**config.mk**
```make
export PLATFORM = sky130hd
export DESIGN_NAME = ymem_stage
export DESIGN_NICKNAME = d
export VERILOG_FILES = /design/src/rtl/ymem_pkg.sv /design/src/rtl/ymem_align.sv /design/src/rtl/ymem_stage.sv
export SDC_FILE = /design/constraint.sdc
export NUM_CORES = 1
export LEC_CHECK = 0
export CORE_MARGIN = 2
export CORE_UTILIZATION = 30
export DETAILED_ROUTE_END_ITERATION = 10
export GPL_TIMING_DRIVEN = 0
export SYNTH_ARGS = -nofsm -noshare
export SYNTH_HDL_FRONTEND = slang
export SYNTH_SLANG_ARGS = --single-unit
```
**constraint.sdc**
```tcl
create_clock -name clk -period 5.8 [get_ports clk]
set_input_delay 1.16 -clock clk [delete_from_list [all_inputs] [get_ports clk]]
set_output_delay 1.16 -clock clk [all_outputs]
set_load 0.1 [all_outputs]
```
**src/rtl/ymem_pkg.sv**
```systemverilog
// Shared types and constants for the ymem data-memory access stage.
package ymem_pkg;

  localparam int unsigned XLEN = 32;
  localparam int unsigned BE_W = XLEN / 8;

  typedef enum logic [1:0] {
    S_IDLE   = 2'b00,
    S_ACCESS = 2'b01,
    S_DONE   = 2'b10,
    S_FAULT  = 2'b11
  } state_t;

  localparam logic [2:0] F3_B  = 3'b000;
  localparam logic [2:0] F3_H  = 3'b001;
  localparam logic [2:0] F3_W  = 3'b010;
  localparam logic [2:0] F3_BU = 3'b100;
  localparam logic [2:0] F3_HU = 3'b101;

  localparam logic [1:0] FLT_NONE     = 2'b00;
  localparam logic [1:0] FLT_MISALIGN = 2'b01;
  localparam logic [1:0] FLT_TIMEOUT  = 2'b10;
  localparam logic [1:0] FLT_ILLEGAL  = 2'b11;

  // Store payload presented to the data memory.
  typedef struct packed {
    logic [XLEN-1:0] wdata;
    logic [BE_W-1:0] be;
  } lanes_t;

  function automatic logic f3_valid(input logic [2:0] f3);
    case (f3)
      F3_B, F3_H, F3_W, F3_BU, F3_HU: return 1'b1;
      default:                        return 1'b0;
    endcase
  endfunction

endpackage

```
**src/rtl/ymem_align.sv**
```systemverilog
// Combinational lane steering: store replication/byte enables, access checks,
// and load extraction with sign or zero extension.
module ymem_align
  import ymem_pkg::*;
(
  input  logic [2:0]      funct3,
  input  logic [1:0]      off,
  input  logic            rd,
  input  logic            wr,
  input  logic [XLEN-1:0] rd2,
  output lanes_t          lanes,
  output logic            misalign,
  output logic            illegal,
  input  logic [2:0]      ld_funct3,
  input  logic [1:0]      ld_off,
  input  logic [XLEN-1:0] rdata,
  output logic [XLEN-1:0] ld_val
);

  logic [XLEN-1:0] shifted;

  // Store lanes and access legality for the incoming request.
  always_comb begin
    lanes    = '0;
    misalign = 1'b0;
    illegal  = !f3_valid(funct3) || (rd && wr);
    case (funct3)
      F3_B, F3_BU: begin
        lanes.wdata = {4{rd2[7:0]}};
        lanes.be    = 4'b0001 << off;
      end
      F3_H, F3_HU: begin
        lanes.wdata = {2{rd2[15:0]}};
        lanes.be    = 4'b0011 << {off[1], 1'b0};
        misalign    = off[0];
      end
      F3_W: begin
        lanes.wdata = rd2;
        lanes.be    = 4'b1111;
        misalign    = (off != 2'b00);
      end
      default: ;
    endcase
    if (!wr) lanes.be = '0;
  end

  // Load extraction uses the offset/size captured at acceptance.
  always_comb begin
    shifted = rdata >> {ld_off, 3'b000};
    case (ld_funct3)
      F3_B:    ld_val = {{24{shifted[7]}}, shifted[7:0]};
      F3_BU:   ld_val = {24'b0, shifted[7:0]};
      F3_H:    ld_val = {{16{shifted[15]}}, shifted[15:0]};
      F3_HU:   ld_val = {16'b0, shifted[15:0]};
      default: ld_val = shifted;
    endcase
  end

endmodule

```
**src/rtl/ymem_stage.sv**
```systemverilog
// Multi-cycle data-memory access stage: req/ack transaction with stall,
// load/store alignment, and misalign/illegal/timeout fault reporting.
module ymem_stage
  import ymem_pkg::*;
#(
  parameter int unsigned TIMEOUT = 255
) (
  input  logic            clk,
  input  logic            rst,
  input  logic            start,
  input  logic            MemRead,
  input  logic            MemWrite,
  input  logic [2:0]      funct3,
  input  logic [XLEN-1:0] exeOut,
  input  logic [XLEN-1:0] rd2,
  input  logic [4:0]      rdIn,
  output logic            mem_req,
  output logic            mem_we,
  output logic [XLEN-1:0] mem_addr,
  output logic [XLEN-1:0] mem_wdata,
  output logic [BE_W-1:0] mem_be,
  input  logic            mem_ack,
  input  logic [XLEN-1:0] mem_rdata,
  output logic            stall,
  output logic            done,
  output logic [XLEN-1:0] memOut,
  output logic [4:0]      rdOut,
  output logic            wbValid,
  output logic            fault,
  output logic [1:0]      faultCode
);

  // Counter only needs to reach TIMEOUT-1.
  localparam int unsigned CW = (TIMEOUT < 2) ? 1 : $clog2(TIMEOUT);
  localparam logic [CW-1:0] CNT_LAST = CW'(TIMEOUT - 1);

  state_t          state;
  logic [CW-1:0]   cnt;
  logic            is_rd;
  logic [1:0]      off_q;
  logic [2:0]      f3_q;
  logic [4:0]      rd_q;

  lanes_t          lanes;
  logic            misalign;
  logic            illegal;
  logic [XLEN-1:0] ld_val;

  logic            accept;
  logic            acc_fault;
  logic [1:0]      acc_code;

  ymem_align u_align (
    .funct3    (funct3),
    .off       (exeOut[1:0]),
    .rd        (MemRead),
    .wr        (MemWrite),
    .rd2       (rd2),
    .lanes     (lanes),
    .misalign  (misalign),
    .illegal   (illegal),
    .ld_funct3 (f3_q),
    .ld_off    (off_q),
    .rdata     (mem_rdata),
    .ld_val    (ld_val)
  );

  always_comb begin
    accept    = (state != S_ACCESS) && start && (MemRead || MemWrite);
    stall     = accept || (state == S_ACCESS);
    acc_fault = illegal || misalign;
    acc_code  = illegal ? FLT_ILLEGAL : FLT_MISALIGN;
  end

  always_ff @(posedge clk or posedge rst) begin
    if (rst) begin
      state     <= S_IDLE;
      cnt       <= '0;
      is_rd     <= 1'b0;
      off_q     <= '0;
      f3_q      <= '0;
      rd_q      <= '0;
      mem_req   <= 1'b0;
      mem_we    <= 1'b0;
      mem_addr  <= '0;
      mem_wdata <= '0;
      mem_be    <= '0;
      done      <= 1'b0;
      memOut    <= '0;
      rdOut     <= '0;
      wbValid   <= 1'b0;
      fault     <= 1'b0;
      faultCode <= FLT_NONE;
    end else begin
      done    <= 1'b0;
      fault   <= 1'b0;
      wbValid <= 1'b0;
      case (state)
        S_ACCESS: begin
          // Ack wins over a timeout reached in the same cycle.
          if (mem_ack) begin
            state     <= S_DONE;
            mem_req   <= 1'b0;
            done      <= 1'b1;
            wbValid   <= is_rd;
            faultCode <= FLT_NONE;
            if (is_rd) begin
              memOut <= ld_val;
              rdOut  <= rd_q;
            end
          end else if (cnt == CNT_LAST) begin
            state     <= S_FAULT;
            mem_req   <= 1'b0;
            done      <= 1'b1;
            fault     <= 1'b1;
            faultCode <= FLT_TIMEOUT;
          end else begin
            cnt <= cnt + CW'(1);
          end
        end
        default: begin
          if (accept) begin
            is_rd <= MemRead;
            off_q <= exeOut[1:0];
            f3_q  <= funct3;
            rd_q  <= rdIn;
            if (acc_fault) begin
              state     <= S_FAULT;
              done      <= 1'b1;
              fault     <= 1'b1;
              faultCode <= acc_code;
            end else begin
              state     <= S_ACCESS;
              cnt       <= '0;
              mem_req   <= 1'b1;
              mem_we    <= MemWrite;
              mem_addr  <= {exeOut[31:2], 2'b00};
              mem_wdata <= lanes.wdata;
              mem_be    <= lanes.be;
            end
          end else begin
            state <= S_IDLE;
          end
        end
      endcase
    end
  end

endmodule

```
==> results by stage, run 1 <==
Clocking:
- The clock tree root driver cell is clkbuf_16.
- Once the clock tree was built, the resizer swapped 0 gates to a different size.
- TritonCTS built the clock tree.
- The clock net in this run drives a total of 131 sinks.
- The H-tree generated during clock tree synthesis spans 4 levels.
- The later-pin clock latency in the skew report is 420 ps.
- The number of buffers on the longest clock path is 2.
- The clock transition at the registers of the reported paths is 60 ps.
- The number of buffers inserted by post-CTS setup repair is 0.
- In this run, CTS created clock tree buffers numbering 17.
- The hold buffer count at CTS is 0.

Placement:
- Port buffering added 219 buffers.
- The placer congestion estimate is 0.832.
- At the placement stage, the worst setup path has a slack of 1330 ps.
- The wire-length estimate of the detail-placed layout is 14.6 mm.

Die:
- The total I/O pin count is 223.
- In this run the core area contains 51 standard-cell rows.
- For this configuration, the core starts out at a cell density of 0.308.
- The die outline height is 146 um.
- The total area inside the core boundary comes to 19,700 um2.
- The floorplan step defined a die boundary enclosing 21,300 um2.
- The floorplan step set the die width to 146 um.

Timing:
- The tightest hold path in the finished design has a slack of 475 ps.
- The final-report max-slew violation count came to 0.
- For the finished layout, the period the worst path requires is 4460 ps.
- For the final routed database, the setup TNS stands at 0 ps.
- Setup repair after global routing left no endpoint under its margin.
- The least setup slack across all paths after layout is 1340 ps.
- Measured against its own limit, the worst slew margin works out to 0.296.
- Setup violations remaining at the end of the flow were counted as 0.
- The hold violation count in the final report was 0.
- The part of the cycle the worst path needs is 0.769.
- Based on the critical path, the design can be clocked at up to 0.224 GHz.
- The pin slew with the least headroom to its limit is 1050 ps.
- Between clock sinks in the finished design, the worst skew comes to 10.8 ps.

Global route:
- Across every metal layer, demand over resource in global routing totals 0.185.
- The highest-utilization routing layer at the global route stage is met2.
- The first global-routing pass estimated 31.0 mm of wire.
- The via count of the first global-routing pass is 5,457.
- The number of antenna violations at the first check in global routing was 0.
- The met1 demand-to-capacity share in global routing is 0.240.
- For met2 alone, demand over resource in global routing was 0.298.
- Entering global routing, the biggest net connects 81 pins.
- The met3 track demand over resource in global routing is 0.0638.
- For this run the aggregate overflow at the end of global routing stands at 0.

Worst setup path:
- The longest individual stage delay on the worst path is 1130 ps.
- The required time reported for the critical path endpoint is 4640 ps.
- The worst-path maximum fanout is 8.
- The worst-path cell with the longest stage delay is clkdlybuf4s50_1.
- The signal on the critical path passes through clkdlybuf4s50_1 -> o21ai_0 -> nand2_1 -> clkdlybuf4s50_1.
- The worst setup path is captured at a primary output.
- The cell that appears most often on the critical path is clkdlybuf4s50_1.
- STA classifies the critical path startpoint as a primary input.
- The critical path in this run is classified as primary input to primary output.
- The critical path data arrival time is 3300 ps.

Synth:
- The leading area contributor after synthesis is dfrtp_1.
- The share of the synthesized area in the top cell type is 0.542.
- In the post-synthesis netlist, the biggest area contributors are dfrtp_1 54%, mux2_2 8.7%, o21ai_0 6.9%, nand2_1 5.3%, mux2i_1 4.1%.
- Yosys printed 0 warnings.
- After synthesis, the share of flip-flops with an asynchronous set or reset is 1.00.
- In the synthesized netlist the dominant register cell turns out to be dfrtp_1.
- The number of synthesized register bits is 131.
- The average instance in the mapped netlist occupies 10.3 um2.
- The sequential-to-total area share from yosys stat is 0.542.
- The number of synthesized flops with an enable pin is 0.
- The number of instances in the synthesized netlist is 589.
- After synthesis the cells add up to 6050 um2.
- The synthesized netlist contains 47 unique library cells.

Layout:
- The commonest non-fill, non-tap cell in the layout is clkdlybuf4s50_1.
- In the final layout, the share of cells above drive strength 1 is 0.118.
- Compared with the post-synthesis result, the final layout area differs by 53.5%.
- The layout net count is 941.
- The top cell types in the final layout, fill and taps aside, are 219 x clkdlybuf4s50_1, 131 x dfrtp_1, 86 x nand2_1, 84 x o21ai_0, 47 x mux2_2.
- At the end of the flow the core is filled with cells to 0.473.
- The number of antenna repair diodes is 0.

Pwr:
- For this design the static power due to leakage is 3.92 nW.
- The power density over the cells is 633 nW/um2.
- The design draws 5.88 mW.
- The maximum resistive drop on vdd is 0.000278 V.

Min path:
- The classification of the worst-slack hold path is register to register.

Route:
- The total vias in the final route is 5,358.
- The residual DRC count is 0.
- The starting DRC count in detailed routing is 275.
- The average wire per standard cell is 17.8 um.
- In this run the remaining antenna-violating nets after routing total 0.
- The via-per-instance ratio is 4.84.
- The detailed-route wire length is 19.7 mm.
- The first detailed-routing pass took 4 iterations.

Status:
- The run finished with clean final reports.

Run:
- The count of maximum capacitance violations is 0.
[final cells by class]
class	instances	area, um2
fillers	1945	10400
clock buffers	18	429
clock inverters	14	248
flip-flops and latches	131	3280
inverters	5	23.8
multi-input cells	413	2580
plain buffers	41	184
well taps	265	332
repair buffers	220	2220
[path summary, 6_finish.rpt]
kind	from	end	slack (ps)	depth (start not counted)
worst max-delay path	MemWrite	stall	1340	4
worst min-delay path	mem_req	mem_req	470	1
worst max register to register	state[0]	memOut[26]	3640	4
worst min register to register	mem_req	mem_req	470	1
max in group asynchronous	rst	off_q[1]	3880	3
min in group asynchronous	rst	mem_addr[16]	1160	2
[power breakdown]
part,internal [mW],switching [mW]
Sequential,1.21,0.166
Clock,0.814,0.435
Combinational,0.760,2.49
[cell families after synthesis]
logic type	count (synthesis)	synth area share
AO/OA/AOI/OAI	152	0.143
XOR/XNOR	5	0.00724
adder cells (fa/ha/maj)	2	0.00413
buffers and inverters	46	0.0335
flip-flops	131	0.542
multiplexers	74	0.134
other	1	0.000619
AND/OR/NAND/NOR	178	0.135
[routing by layer]
| metal | wire length (um) | share of wire |
|---|---|---|
| met1 | 8690 | 0.44 |
| met2 | 9270 | 0.47 |
| met3 | 1430 | 0.073 |
| met4 | 265 | 0.013 |
| met5 | 0 | 0 |
[cell usage after synthesis (all sizes together), types with 2 or more instances]
cell type,count
o31ai,8
a221o,8
or4,2
mux2,48
clkbuf,23
and2,8
mux2i,25
nor2,31
xor2,3
or2,2
nor4,4
buf,18
a21oi,34
inv,5
o22ai,2
o211ai,4
nand3,16
xnor2,2
and3,2
nor2b,13
a211oi,2
o21ai,85
o21a,2
ha,2
dfrtp,131
nor3,4
nand2b,6
nand2,86
[registers in the layout, indices dropped and copies added, names as in the netlist]
name,count
mem_we,1
faultCode,2
f3_q,3
done,1
state,2
fault,1
mem_req,1
mem_addr,30
cnt,8
is_rd,1
mem_wdata,32
memOut,32
rdOut,5
mem_be,4
wbValid,1
off_q,2
rd_q,5
[critical path, delay by kind of cell]
kind	cells	cell delay [ps]
buffers and inverters	2	1790
AO/OA/AOI/OAI	1	230
AND/OR/NAND/NOR	1	120
[metrics by stage]
stage               cell area, um2  instances
finish                        9290       1107
global route                  9290       1107
CTS                           9290       1107
detailed placement            8610       1075
global placement              8580       1074
floorplan                     6060        590
Power figures use the tool's default switching activity.
==> inputs of run 2 (changes only) <==
Clock period 5.8 ns to 4 ns, I/O delays scaled along.
==> run 2 against run 1 <==
Combinational power up 46%. Clock skew down 2.8 ps. First-iteration DRC count up 16%. Non-clock buffer count up 2. Largest cell class unchanged. Sequential power up 45%. Critical endpoint unchanged.
==> results by stage, run 2 (same netlist as run 1, synthesis figures left out) <==
Status:
- The run finished with clean final reports.

Timing:
- The clock arrives with 7.95 ps of skew.
- Setup repair after global routing left no endpoint under its margin.
- The normalized max-slew margin is 0.275.
- Subtracting the final worst setup slack from the clock period gives 3770 ps.
- The pin slew with the least headroom to its limit is 1080 ps.
- The worst hold slack is 476 ps.
- Setup violations remaining at the end of the flow were counted as 0.
- The fmax is 0.265 GHz.
- In the finished design, the share of the clock period the worst path needs comes to 0.943.
- The final-report max-slew violation count is 0.
- The hold violation count in the final report is 0.
- The setup total negative slack is 0 ps.

Die:
- The die covers 21,300 um2.
- The die outline height is 146 um.
- The cell row count is 51.
- Pin placement for this block handled 223 I/O pins.
- The horizontal die dimension is 146 um.
- The total area inside the core boundary comes to 19,700 um2.
- The initial utilization of the core area, before any placement, comes to 0.308.

Route:
- After detailed routing, the total wire length is 20.0 mm.
- The count of nets left with antenna violations once routing finished came out at 0.
- Wire segments on met2 add up to 9.38 mm in the final route.
- For this block, wires on met1 add up to 8.53 mm.
- The iteration count of the initial detailed-routing pass is 4.
- Detailed routing inserted a total of 5,398 vias.
- Dividing the detail-routed wire length by the instance count gives 18.0 um.
- The first routing iteration left 319 violations.
- The residual DRC count is 0.
- The uppermost layer routed is met4.
- The via-per-instance ratio is 4.87.
- The length of routed met3 wiring is 1.74 mm.

Worst setup path:
- The worst-path maximum fanout is 8.
- The critical path goes through clkdlybuf4s50_1 -> o21ai_0 -> nand2_1 -> clkdlybuf4s50_1.
- For the worst setup path, the data required time is 3200 ps.
- The worst-path cell with the longest stage delay is clkdlybuf4s50_1.
- The category of the worst setup path launch point is a primary input.
- The critical path is of the primary input to primary output type.
- The number of buffer and inverter instances along the worst setup path is 2.
- The endpoint kind of the worst setup timing path is a primary output.
- The flop-to-flop setup slack is 1740 ps.
- The dominant delay contributor by cell family on the critical path is buffers and inverters.
- The critical path data arrival time is 2970 ps.
- The cell repeated most along the worst path is clkdlybuf4s50_1.
- The longest individual stage delay on the worst path is 1130 ps.

Layout:
- From synthesis to final layout, the design area changed by 53.6%.
- The area of combinational cells with multiple inputs is 2580 um2.
- The layout net count is 943.
- Leaving out fill and tap cells, the most frequent cell in the layout is clkdlybuf4s50_1.
- In the layout the commonest cells are 219 x clkdlybuf4s50_1, 131 x dfrtp_1, 86 x nand2_1, 84 x o21ai_0, 47 x mux2_2.
- The number of filler instances in the final layout is 1,926.
- The largest registers in the layout are memOut: 32 flops, mem_wdata: 32 flops, mem_addr: 30 flops.
- The final non-filler cell area is 9300 um2.
- In the final layout, the share of cells above drive strength 1 is 0.121.
- Once layout is complete, the cells apart from fillers number 1,109.
- 0 antenna diodes ended up in the layout.
- The sequential cells in the finished layout cover a total of 3280 um2.

Clocking:
- The H-tree depth is 4.
- The TritonCTS clock tree is done.
- The hold buffer count at CTS is 0.
- The clock transition at the registers of the reported paths is 60 ps.
- Counting the buffers created by CTS gives 17.
- Counting every sink on the clock net gives 131.
- Post-CTS timing repair inserted 0 buffers for setup.
- The clock reaches the later pin of the worst-skew pair after 420 ps.
- The clock tree root driver cell is clkbuf_16.
- The number of gates resized after cts is 0.
- In this run the deepest clock path goes through 2 buffers.

Global route:
- The number of antenna violations at the first check in global routing came to 0.
- Across every metal layer, demand over resource in global routing totals 0.185.
- Entering global routing, the biggest net connects 41 pins.
- The wire length of the first global-routing pass is 30.9 mm.
- The via count of the first global-routing pass came to 5,559.
- The total overflow left after global routing is 0.

Pwr:
- The worst-case IR drop observed on VDD is 0.000412 V.
- The fraction of power spent switching nets is 0.530.
- The internal power of the cells is 3.97 mW.
- The portion of total power attributed to combinational logic is 0.559.
- Of the total power, registers draw 0.236.
- In this run the static leakage power is 3.92 nW.
- Of the total power, the clock network draws 0.205.
- The switching power of the nets is 4.49 mW.
- The power density over the cells is 910 nW/um2.

Placement:
- The post-placement cell area is 8640 um2.
- The congestion estimate from routability-driven global placement came to 0.875.
- Buffers placed on the I/O ports in this run total 219.
- Once detailed placement completed, the half-perimeter wirelength came to 15.0 mm.
- The instance count after placement with tap cells included is 1,077.

Run:
- The tool flagged a number of max-cap violations equal to 0.

Min path:
- The min-delay analysis places its worst path in the category register to register.
==> run 2: worst min-delay path, stage by stage (launching register included) <==
cell     delay [ps]
dfrtp_1         340
nand2_1          60
nand2_1          50
==> run 2: layer usage <==
metal,global-route usage,vias to the layer above
met1,0.232,2604
met3,0.0659,28
met4,0.0563,0
met2,0.302,211
met5,0,-
li1,-,2555
==> run 2: path summary, 6_finish.rpt <==
check | from | cells past startpoint | end
setup / recovery | MemWrite | 4 | stall
hold / removal | rd_q[3] | 2 | rdOut[3]
setup reg to reg | state[1] | 4 | memOut[25]
hold reg to reg | rd_q[3] | 2 | rdOut[3]
max in group asynchronous | rst | 4 | mem_addr[7]
min in group asynchronous | rst | 2 | memOut[12]
==> run 2: layout make-up <==
class,instances,share of cell area
inverters,5,0.00242
multi-input cells,413,0.277
clock buffers,17,0.0457
plain buffers,41,0.0198
clock inverters,15,0.0246
flip-flops and latches,131,0.353
well taps,265,0.0357
repair buffers,222,0.242
==> run 2: metrics by stage <==
| stage | worst slack [ps] | utilization | power [mW] |
|---|---|---|---|
| detailed placement | 243 | 0.440 | 6.76 |
| CTS | 240 | 0.473 | 8.53 |
| global route | 181 | 0.473 | 8.76 |
| global placement | 184 | 0.437 | 6.73 |
| finish | 228 | 0.473 | 8.46 |
| floorplan | 1580 | - | 5.54 |
==> run 2: power groups by stage <==
stage          clock [mW]  combinational (mW)  sequential, mW
3_3_place_gp            0                4.72            2.01
3_5_place_dp            0                4.74            2.02
6_report             1.73                4.73            2.00
2_1_floorplan           0               0.679            4.86
4_1_cts              1.77                4.75            2.00
5_1_grt              1.83                4.87            2.06
==> inputs of run 3 (changes only) <==
Settings changed: CELL_PAD_IN_SITES_DETAIL_PLACEMENT set to 1, CELL_PAD_IN_SITES_GLOBAL_PLACEMENT set to 2, CORE_UTILIZATION 30 to 24, PLACE_DENSITY_LB_ADDON set to 0.1.
==> run 3 against run 2 <==
Wire length grew 11%. Fmax grew 2.3%. Worst hold slack lost 1.5 ps. Clock-buffer cell count grew 2. Core utilization shrank 9.9 points. Sequential cell count is the same. Die area grew 24%. Global-route usage shrank 1.2 points. Critical endpoint unchanged. Non-clock buffer count is the same. Sequential power is essentially flat.
==> results by stage, run 3 (same netlist as run 1, synthesis figures left out) <==
Status:
- The flow ran to the end, and the final reports show no timing, DRC or antenna violations.

Timing:
- The part of the cycle the worst path needs is 0.922.
- The shortest period the worst path allows is 3690 ps.
- For the final routed database, the setup TNS stands at 0 ps.
- The final-report setup violation count is 0.
- The fmax is 0.271 GHz.
- The final-report max-slew violation count is 0.
- The pin slew with the least headroom to its limit is 1130 ps.
- The clock tree skew after final layout is 12.0 ps.
- Setup repair after global routing left no endpoint under its margin.
- The hold violation count in the final report is 0.
- The normalized max-slew margin is 0.240.
- The worst path meets setup with 314 ps of slack.

Worst setup path:
- The required time reported for the critical path endpoint is 3200 ps.
- The capture point of the worst reg-to-reg path is memOut[27].
- The length in cells of the worst reg-to-reg path is 4.
- The number of buffer and inverter instances along the worst setup path is 2.
- In this run the worst setup path begins at MemWrite.
- STA classifies the critical path endpoint as a primary output.
- The startpoint of the most critical register-to-register path is off_q[1].
- The category of the critical setup timing path is primary input to primary output.
- The slowest stage of the critical path belongs to the cell clkdlybuf4s50_1.
- The critical path goes through clkdlybuf4s50_1 -> o21ai_0 -> nand2_1 -> clkdlybuf4s50_1.
- The worst setup path is launched from a primary input.
- The longest individual stage delay on the worst path is 1140 ps.
- Among the stages of the critical path, the cell type that occurs most often is clkdlybuf4s50_1.
- Across all register-to-register paths, the minimum setup slack is 1720 ps.
- For the worst setup path, the data arrival time is 2890 ps.
- Along the worst path, the maximum fanout reaches 8.
- The cell family contributing the most delay on the critical path is buffers and inverters.

Die:
- The total I/O pin count is 223.
- From bottom edge to top edge, the die measures 163 um.
- The placeable core region is 25,000 um2.
- The cell row count is 58.
- The initial utilization of the core area, before any placement, comes to 0.242.
- The die area is 26,500 um2.
- In this run the horizontal extent of the chip is 163 um.

Pwr:
- VDD sags by at most 0.000578 V.
- The leakage power total is 3.90 nW.
- The power density over the cells is 897 nW/um2.

Layout:
- The number of antenna repair diodes is 0.
- The ratio of cells with drive above 1 in the final layout is 0.118.
- The commonest non-fill, non-tap cell in the layout is clkdlybuf4s50_1.
- In the layout the commonest cells are 219 x clkdlybuf4s50_1, 131 x dfrtp_1, 86 x nand2_1, 84 x o21ai_0, 47 x mux2_2.
- The layout net count is 943.
- Measured on the finished design, the core utilization comes to 0.374.
- The area growth from synthesis to layout is 54.2%.
- In the final layout, the registers with the most flip-flops are memOut: 32 flops, mem_wdata: 32 flops, mem_addr: 30 flops.

Run:
- The tool flagged a number of max-cap violations equal to 0.

Min path:
- The number of instances on the worst hold path is 2.
- The startpoint of the worst hold path is rd_q[3].
- For hold timing, the worst endpoint is rdOut[3].
- The worst hold path belongs to the class register to register.

Clocking:
- The later-pin clock latency in the skew report is 430 ps.
- The longest clock path from root to sink contains 2 buffers.
- The H-tree depth is 4.
- The hold buffer count at CTS is 0.
- The number of buffers inserted by post-CTS setup repair is 0.
- In this run the clock root is driven by a clkbuf_16.
- The number of gates resized after cts is 0.
- The total clock buffers created by CTS is 17.
- TritonCTS built the clock tree.
- The clock transition at the registers of the reported paths is 60 ps.
- The clock sink total is 131.

Global route:
- In the global route stage, overall resource usage came out at 0.173.
- The largest net degree at the start of global routing is 42.
- The wire length of the first global-routing pass is 35.0 mm.
- Summed over all layers, the global routing overflow is 0.
- The number of antenna violations at the first check in global routing is 0.
- The via count of the first global-routing pass was 6,094.

Route:
- The residual DRC count is 0.
- The iteration count of the initial detailed-routing pass is 4.
- In the routed layout, each cell is associated on average with a via count of 4.63.
- In the final routed layout, each cell accounts on average for 18.9 um.
- The total vias in the final route is 5,439.
- After the first detailed-routing iteration, the DRC count stood at 154.
- The detail route stage leaves a number of antenna-violating nets equal to 0.
- The detailed-route wire length is 22.2 mm.

Placement:
- Buffers placed on the I/O ports in this run total 219.
- The placer congestion estimate is 0.839.
- The detailed placement HPWL is 17.3 mm.
- The worst slack after detailed placement is 311 ps.
run 3: worst reg2reg max path, cell delays in order (launching register included):
cell and delay (ps):
dfrtp_1 330, clkbuf_1 360, mux4_2 590, nor4_2 710, a221o_1 230
run 3: power breakdown:
group / switching (mW) / leakage [nW] / internal [mW]
clock network: 0.635 / 0.293 / 0.992
registers: 0.250 / 1.65 / 1.76
logic: 3.64 / 1.96 / 1.11
run 3: routing by layer:
| layer | up-vias | GRT usage | share of wire |
|---|---|---|---|
| met5 | - | 0 | 0 |
| met4 | 0 | 0.0547 | 0.018 |
| met3 | 26 | 0.0479 | 0.065 |
| met2 | 186 | 0.292 | 0.50 |
| met1 | 2679 | 0.216 | 0.42 |
| li1 | 2548 | - | - |
run 3: area by class of cell:
type	instances	area, um2
inverters	5	22.5
well taps	330	413
plain buffers	41	184
flip-flops and latches	131	3280
clock inverters	13	176
fillers	2815	15600
repair buffers	222	2250
multi-input cells	413	2580
clock buffers	19	433
run 3: worst max path at each step:
| stage | cells after the start | to | slack [ps] |
|---|---|---|---|
| 6_report | 4 | stall | 310 |
| 3_5_place_dp | 4 | stall | 310 |
| 4_1_cts | 4 | stall | 310 |
| 3_3_place_gp | 2 | mem_addr[19] | 270 |
| 2_1_floorplan | 1 | cnt[0] | 1580 |
| 5_1_grt | 4 | stall | 210 |
run 3: per-stage QoR:
step	hold WS (ps)	instances	total power [mW]	cell area, um2
floorplan	439	590	5.54	6060
global placement	461	1139	6.75	8670
detailed placement	466	1142	6.81	8730
CTS	481	1174	8.49	9340
global route	496	1174	8.73	9340
finish	475	1174	8.38	9340
